<file path="config.mk">
export PLATFORM = sky130hd
export DESIGN_NAME = parity_frame_sched
export DESIGN_NICKNAME = d
export VERILOG_FILES = /design/src/rtl/parity_sched_pkg.sv /design/src/rtl/parity_frame_sched_rr_arbiter.sv /design/src/rtl/parity_frame_sched.sv
export SDC_FILE = /design/constraint.sdc
export NUM_CORES = 1
export LEC_CHECK = 0
export ABC_CLOCK_PERIOD_IN_PS = 3800
export CAP_MARGIN = 15
export CELL_PAD_IN_SITES_DETAIL_PLACEMENT = 1
export CELL_PAD_IN_SITES_GLOBAL_PLACEMENT = 1
export CORE_MARGIN = 10
export CORE_UTILIZATION = 39
export DETAILED_ROUTE_END_ITERATION = 10
export GPL_TIMING_DRIVEN = 1
export PLACE_DENSITY_LB_ADDON = 0.1
export SYNTH_ARGS = -nofsm -noshare
export SYNTH_HDL_FRONTEND = slang
export SYNTH_SLANG_ARGS = --single-unit
</file>
<file path="constraint.sdc">
create_clock -name clk -period 3.8 [get_ports clk]
set_clock_uncertainty 0.15 [all_clocks]
set_input_delay 0.76 -clock clk [delete_from_list [all_inputs] [get_ports clk]]
set_output_delay 0.76 -clock clk [all_outputs]
set_load 0.02 [all_outputs]
</file>
<file path="src/rtl/parity_sched_pkg.sv">
// Shared types and default sizing for the parity frame scheduler.
package parity_sched_pkg;

    localparam int NREQ_DEF  = 4;
    localparam int WIDTH_DEF = 3;

    typedef enum logic [2:0] {
        ST_IDLE  = 3'd0,
        ST_CLR   = 3'd1,
        ST_SHIFT = 3'd2,
        ST_CAPT  = 3'd3,
        ST_RESP  = 3'd4
    } sched_state_t;

endpackage

</file>
<file path="src/rtl/parity_frame_sched_rr_arbiter.sv">
// Round-robin arbiter: one-hot grant and index of the first request at or above ptr_i.
module rr_arbiter
    import parity_sched_pkg::*;
#(
    parameter  int N  = NREQ_DEF,
    localparam int IW = $clog2(N)
) (
    input  logic [N-1:0]  req_i,
    input  logic [IW-1:0] ptr_i,
    output logic [N-1:0]  grant_o,
    output logic [IW-1:0] idx_o,
    output logic          any_o
);

    logic [IW-1:0] cand_s;

    // Walk upward from the pointer with wrap; the first asserted request wins.
    always_comb begin
        grant_o = '0;
        idx_o   = '0;
        any_o   = 1'b0;
        cand_s  = '0;
        for (int k = 0; k < N; k++) begin
            cand_s = IW'((int'(ptr_i) + k) % N);
            if (!any_o && req_i[cand_s]) begin
                grant_o[cand_s] = 1'b1;
                idx_o           = cand_s;
                any_o           = 1'b1;
            end else begin
                any_o = any_o;
            end
        end
    end

endmodule

</file>
<file path="src/rtl/parity_frame_sched.sv">
// Arbitrates frames from NREQ requesters, streams each one MSB-first to a serial
// parity engine and returns the result. Optional shadow check: PARITY_SCHED_CHECK_EN.
module parity_frame_sched
    import parity_sched_pkg::*;
#(
    parameter int NREQ  = NREQ_DEF,
    parameter int WIDTH = WIDTH_DEF
) (
    input  logic                      clk,
    input  logic                      reset,
    input  logic [NREQ-1:0]           req_valid,
    input  logic [NREQ*WIDTH-1:0]     req_data,
    output logic [NREQ-1:0]           req_ready,
    output logic                      eng_clr,
    output logic                      eng_bit,
    output logic                      eng_bit_vld,
    input  logic                      eng_p,
    output logic                      rsp_valid,
    input  logic                      rsp_ready,
    output logic [$clog2(NREQ)-1:0]   rsp_id,
    output logic                      rsp_parity,
    output logic                      rsp_err
);

    localparam int IW = $clog2(NREQ);
    localparam int CW = $clog2(WIDTH);

    sched_state_t    state_q;
    logic [IW-1:0]   rr_ptr_q;
    logic [IW-1:0]   rr_ptr_d;
    logic [IW-1:0]   id_q;
    logic [WIDTH-1:0] frame_q;
    logic [CW-1:0]   cnt_q;
    logic            eng_clr_q;
    logic            eng_bit_q;
    logic            eng_bit_vld_q;
    logic            rsp_valid_q;
    logic [IW-1:0]   rsp_id_q;
    logic            rsp_parity_q;
    logic            rsp_err_q;

    logic [NREQ-1:0] grant_s;
    logic [IW-1:0]   win_idx_s;
    logic            win_any_s;
    logic [WIDTH-1:0] win_frame_s;
    logic            idle_s;
    logic            accept_s;
    logic            shadow_err_s;

    rr_arbiter #(
        .N (NREQ)
    ) u_arb (
        .req_i   (req_valid),
        .ptr_i   (rr_ptr_q),
        .grant_o (grant_s),
        .idx_o   (win_idx_s),
        .any_o   (win_any_s)
    );

    // Ready is gated by reset too, so it reads zero while reset is held.
    assign idle_s   = (state_q == ST_IDLE) && reset;
    assign accept_s = idle_s && win_any_s;

    // Grant is only exposed while idle.
    always_comb begin
        if (idle_s) begin
            req_ready = grant_s;
        end else begin
            req_ready = '0;
        end
    end

    // Pick the winning frame out of the flat data bus.
    always_comb begin
        win_frame_s = '0;
        for (int i = 0; i < NREQ; i++) begin
            if (win_idx_s == IW'(i)) begin
                win_frame_s = req_data[i*WIDTH +: WIDTH];
            end else begin
                win_frame_s = win_frame_s;
            end
        end
    end

    // Pointer moves to just past the accepted requester.
    always_comb begin
        if (win_idx_s == IW'(NREQ - 1)) begin
            rr_ptr_d = '0;
        end else begin
            rr_ptr_d = win_idx_s + IW'(1);
        end
    end

`ifdef PARITY_SCHED_CHECK_EN
    logic shadow_q;

    // Independent XOR of the bits actually sent, compared against the engine in CAPT.
    always_ff @(posedge clk or negedge reset) begin
        if (!reset) begin
            shadow_q <= 1'b0;
        end else if (state_q == ST_CLR) begin
            shadow_q <= 1'b0;
        end else if (eng_bit_vld_q) begin
            shadow_q <= shadow_q ^ eng_bit_q;
        end else begin
            shadow_q <= shadow_q;
        end
    end

    assign shadow_err_s = shadow_q ^ eng_p;
`else
    assign shadow_err_s = 1'b0;
`endif

    // Scheduler FSM; every output is a flop set on the transition into its state.
    always_ff @(posedge clk or negedge reset) begin
        if (!reset) begin
            state_q       <= ST_IDLE;
            rr_ptr_q      <= '0;
            id_q          <= '0;
            frame_q       <= '0;
            cnt_q         <= '0;
            eng_clr_q     <= 1'b0;
            eng_bit_q     <= 1'b0;
            eng_bit_vld_q <= 1'b0;
            rsp_valid_q   <= 1'b0;
            rsp_id_q      <= '0;
            rsp_parity_q  <= 1'b0;
            rsp_err_q     <= 1'b0;
        end else begin
            case (state_q)
                ST_IDLE: begin
                    if (accept_s) begin
                        frame_q   <= win_frame_s;
                        id_q      <= win_idx_s;
                        rr_ptr_q  <= rr_ptr_d;
                        eng_clr_q <= 1'b1;
                        state_q   <= ST_CLR;
                    end else begin
                        state_q   <= ST_IDLE;
                    end
                end
                ST_CLR: begin
                    eng_clr_q     <= 1'b0;
                    eng_bit_vld_q <= 1'b1;
                    eng_bit_q     <= frame_q[WIDTH-1];
                    frame_q       <= {frame_q[WIDTH-2:0], 1'b0};
                    cnt_q         <= CW'(WIDTH - 1);
                    state_q       <= ST_SHIFT;
                end
                ST_SHIFT: begin
                    // cnt_q counts the bits still to follow the one on the wire.
                    if (cnt_q == '0) begin
                        eng_bit_vld_q <= 1'b0;
                        eng_bit_q     <= 1'b0;
                        state_q       <= ST_CAPT;
                    end else begin
                        eng_bit_q     <= frame_q[WIDTH-1];
                        frame_q       <= {frame_q[WIDTH-2:0], 1'b0};
                        cnt_q         <= cnt_q - CW'(1);
                    end
                end
                ST_CAPT: begin
                    rsp_valid_q  <= 1'b1;
                    rsp_id_q     <= id_q;
                    rsp_parity_q <= eng_p;
                    rsp_err_q    <= shadow_err_s;
                    state_q      <= ST_RESP;
                end
                ST_RESP: begin
                    if (rsp_ready) begin
                        rsp_valid_q  <= 1'b0;
                        rsp_id_q     <= '0;
                        rsp_parity_q <= 1'b0;
                        rsp_err_q    <= 1'b0;
                        state_q      <= ST_IDLE;
                    end else begin
                        state_q      <= ST_RESP;
                    end
                end
                default: begin
                    state_q <= ST_IDLE;
                end
            endcase
        end
    end

    assign eng_clr     = eng_clr_q;
    assign eng_bit     = eng_bit_q;
    assign eng_bit_vld = eng_bit_vld_q;
    assign rsp_valid   = rsp_valid_q;
    assign rsp_id      = rsp_id_q;
    assign rsp_parity  = rsp_parity_q;
    assign rsp_err     = rsp_err_q;

endmodule

</file>
==> impl_metrics.prom <==
# TYPE chip_impl_metric gauge
chip_impl_info{name="run_status",value="finished, final reports clean"} 1
chip_impl_metric{name="io-pin-count",unit=""} 32
chip_impl_metric{name="synth_edf_count",unit=""} 0
chip_impl_info{name="synth_commonest_cells",value="nand2_1 (26), dfrtp_1 (19), a21oi_1 (13), ha_1 (13), inv_1 (12)"} 1
chip_impl_metric{name="avgRoutedWirePerCell",unit="um"} 16.78
chip_impl_metric{name="fp.dieH",unit="um"} 83.28
chip_impl_metric{name="p_per_area",unit="nW/um2"} 922.9
chip_impl_info{name="cts_root_buffer",value="clkbuf_8"} 1
chip_impl_metric{name="grt_start_max_net_pins",unit=""} 21
chip_impl_metric{name="cts-buffers-inserted",unit=""} 3
chip_impl_metric{name="clk_pin_slew_worst_setup_hold_paths",unit="ns"} 0.07
chip_impl_info{name="rsz0062_at_grt",value="no"} 1
chip_impl_metric{name="netlist_area",unit="um2"} 1561
chip_impl_metric{name="grt_pass1_vias",unit=""} 1558
chip_impl_info{name="timing.hold.worst.class",value="flop to flop"} 1
chip_impl_metric{name="viasPerCell",unit=""} 5.516
chip_impl_metric{name="io_buffers",unit=""} 30
chip_impl_info{name="synth.top_cells.by_area",value="dfrtp_1 (30%), ha_1 (10%), nand2_1 (6.3%)"} 1
chip_impl_metric{name="ys_async_sr_fraction",unit=""} 1.000
chip_impl_info{name="count_leader_synth",value="nand2_1"} 1
chip_impl_metric{name="synthesis.yosys.warnings",unit=""} 0
chip_impl_metric{name="synth_fp_nets",unit=""} 202
chip_impl_info{name="tritoncts_clock_tree",value="yes"} 1
chip_impl_metric{name="fmaxAchievable",unit="MHz"} 270.2
chip_impl_metric{name="period_utilization_post_route",unit=""} 0.9740
chip_impl_info{name="synth_top_cell_by_area",value="dfrtp_1"} 1
chip_impl_metric{name="design.die.area",unit="um2"} 6935
chip_impl_metric{name="cts_post_setup_buffers_inserted",unit=""} 0
chip_impl_metric{name="globalplace.congestion",unit=""} 0.7781
chip_impl_metric{name="cp_data_required_time",unit="ns"} 2.89
chip_impl_metric{name="ys_seq_area_frac",unit=""} 0.3045
chip_impl_metric{name="routed_wl",unit="um"} 4330
chip_impl_metric{name="ctsLongestPathBuffers",unit=""} 2
chip_impl_metric{name="synth_cell_type_count",unit=""} 43
chip_impl_metric{name="max-slew-margin-rel",unit=""} 0.6585
chip_impl_metric{name="grt_first_pass_wirelength",unit="um"} 7631
chip_impl_metric{name="power_leakage",unit="nW"} 0.8761
chip_impl_metric{name="final_nets",unit=""} 244
chip_impl_metric{name="synthToLayoutAreaGrowth",unit="%"} 29.65
chip_impl_metric{name="crit_fanout",unit=""} 14
chip_impl_metric{name="detail_route.iter0.violations",unit=""} 51
chip_impl_metric{name="cts-htree-levels",unit=""} 1
chip_impl_metric{name="peakVddDrop",unit="V"} 0.0003779
chip_impl_info{name="kind_of_critical_path",value="input port to primary output"} 1
chip_impl_info{name="critPathCaptureType",value="primary output"} 1
chip_impl_metric{name="postSynthCellCount",unit=""} 169
chip_impl_metric{name="globalRouteOverflowTotal",unit=""} 0
chip_impl_metric{name="grt.total_usage",unit=""} 0.1241
chip_impl_info{name="dominantRegCellSynth",value="dfrtp_1"} 1
chip_impl_metric{name="min_period",unit="ns"} 3.701
chip_impl_metric{name="die-width",unit="um"} 83.28
chip_impl_metric{name="initial_core_util",unit=""} 0.4141
chip_impl_metric{name="detailedPlacementHpwl",unit="um"} 3501
chip_impl_metric{name="synth.avg_cell_area",unit="um2"} 9.240
chip_impl_metric{name="slew_at_the_pin_closest_to_its_max_slew_limit",unit="ns"} 0.5122
chip_impl_info{name="startpoint_type",value="input port"} 1
chip_impl_metric{name="setup_viol",unit=""} 0
chip_impl_metric{name="antenna-diode-count",unit=""} 0
chip_impl_metric{name="num_vias",unit=""} 1423
chip_impl_metric{name="maxSlewViolCount",unit=""} 0
chip_impl_metric{name="antenna_found_initial",unit=""} 0
chip_impl_metric{name="totalPowerFinal",unit="W"} 0.001868
chip_impl_metric{name="clock_latency",unit="ns"} 0.25
chip_impl_metric{name="row_count",unit=""} 22
chip_impl_metric{name="finalHoldViolations",unit=""} 0
chip_impl_metric{name="clock_sink_count",unit=""} 19
chip_impl_metric{name="drc",unit=""} 0
chip_impl_metric{name="maxCapViolCount",unit=""} 0
chip_impl_metric{name="final_layout_size_suffix_gt1_frac",unit=""} 0.1524
chip_impl_metric{name="register_bit_count_reported_by_yosys",unit=""} 19
chip_impl_metric{name="detail-route-antenna-nets",unit=""} 0
chip_impl_metric{name="arrival",unit="ns"} 2.79
chip_impl_metric{name="synth_largest_type_area_fraction",unit=""} 0.3045
chip_impl_metric{name="core_area",unit="um2"} 3771
chip_impl_metric{name="detail_route.first_pass.iterations",unit=""} 4
chip_impl_metric{name="totalNegativeSetupSlack",unit="ns"} 0
metal layers:
metal | wire [um] | part of all wire | GRT usage | up-vias
met5 | 0 | 0 | 0 | -
met4 | 30 | 0.0069 | 0.02615 | 0
met3 | 213 | 0.049 | 0.02832 | 4
met2 | 2074 | 0.48 | 0.2088 | 32
met1 | 2012 | 0.46 | 0.1560 | 690
li1 | - | - | - | 697
through the flow:
step | setup WS (ns) | cell area, um2 | hold WS [ns] | std cells | util
floorplan | 0.3443 | 1562 | 0.3086 | 169 | -
global placement | -0.1006 | 1986 | 0.3189 | 254 | 0.5265
detailed placement | -0.2214 | 1986 | 0.3309 | 254 | 0.5265
CTS | 0.06086 | 2026 | 0.3474 | 258 | 0.5372
global route | 0.003473 | 2024 | 0.3691 | 258 | 0.5368
finish | 0.09881 | 2024 | 0.3443 | 258 | 0.5368
where the power goes:
group | switching, W | leakage, nW | total, W | internal (W)
Sequential | 0.0000924 | 0.228 | 0.000395 | 0.000302
Clock | 0.0000665 | 0.0228 | 0.000141 | 0.0000744
Combinational | 0.000706 | 0.625 | 0.00133 | 0.000627
Total | 0.000865 | 0.876 | 0.00187 | 0.00100
layout by cell type (no fill, tap or decap), types with 2 or more instances in the layout:
cell / n
nand2b_1: 2
nor2_1: 6
nand3b_1: 9
mux2_1: 3
clkdlybuf4s15_1: 2
inv_1: 12
nor4_1: 2
nand3_1: 2
a21oi_1: 13
a21o_1: 4
clkbuf_8: 3
nor4b_2: 2
nand2_1: 26
buf_4: 16
ha_1: 13
mux2i_1: 4
and2_1: 3
a221o_1: 3
a31oi_1: 8
nor3_1: 2
clkdlybuf4s50_1: 26
mux4_2: 3
dfrtp_1: 19
o22ai_1: 5
o21ai_1: 2
final timing paths:
| kind | slack [ns] | to | cells past startpoint | from |
|---|---|---|---|---|
| max in group asynchronous | 2.55 | eng_bit_vld | 2 | reset |
| max reg2reg | 0.35 | frame_q[0] | 12 | rr_ptr_q[0] |
| min reg2reg | 0.34 | frame_q[1] | 1 | frame_q[1] |
| min in group asynchronous | 0.75 | rsp_id[1] | 2 | reset |
| max | 0.1 | req_ready[3] | 7 | req_valid[3] |
| min | 0.34 | frame_q[1] | 1 | frame_q[1] |
what timing repair did:
item,4_1_cts,5_1_grt
gates resized for setup,4,5
endpoints found under the hold margin,0,0
hold buffers,0,0
endpoints found under the setup margin,4,3
sequential cells by signal, summed over array words and instances (netlist names):
name	count
cnt_q	2
eng_bit	1
eng_bit_vld	1
eng_clr	1
frame_q	3
id_q	2
rr_ptr_q	2
rsp_id	2
rsp_parity	1
rsp_valid	1
state_q	3
worst max-delay path, stage by stage:
cell,delay (ns)
clkdlybuf4s50_1,0.47
mux4_2,0.50
buf_4,0.21
nand3b_1,0.18
a21o_1,0.18
a31oi_1,0.17
clkdlybuf4s15_1,0.32
layout make-up:
| cell class | instances | area (um2) |
|---|---|---|
| Sequential cell | 19 | 475.5 |
| Inverter | 12 | 45.04 |
| Clock buffer | 4 | 45.04 |
| Multi-Input combinational cell | 129 | 984.7 |
| Timing Repair Buffer | 46 | 414.1 |
| Fill cell | 448 | 1747 |
| Tap cell | 48 | 60.06 |
cell families (layout without fill, tap and decap cells):
family,after synthesis,count (layout),synth area share
compound gates,45,45,0.2131
fa+ha+maj,13,13,0.1042
buf+inv,21,62,0.06490
flops,19,19,0.3045
mux,12,12,0.1146
other cells,1,1,0.002402
simple gates,58,58,0.1963
No activity file was read; power rests on OpenSTA's default activity.
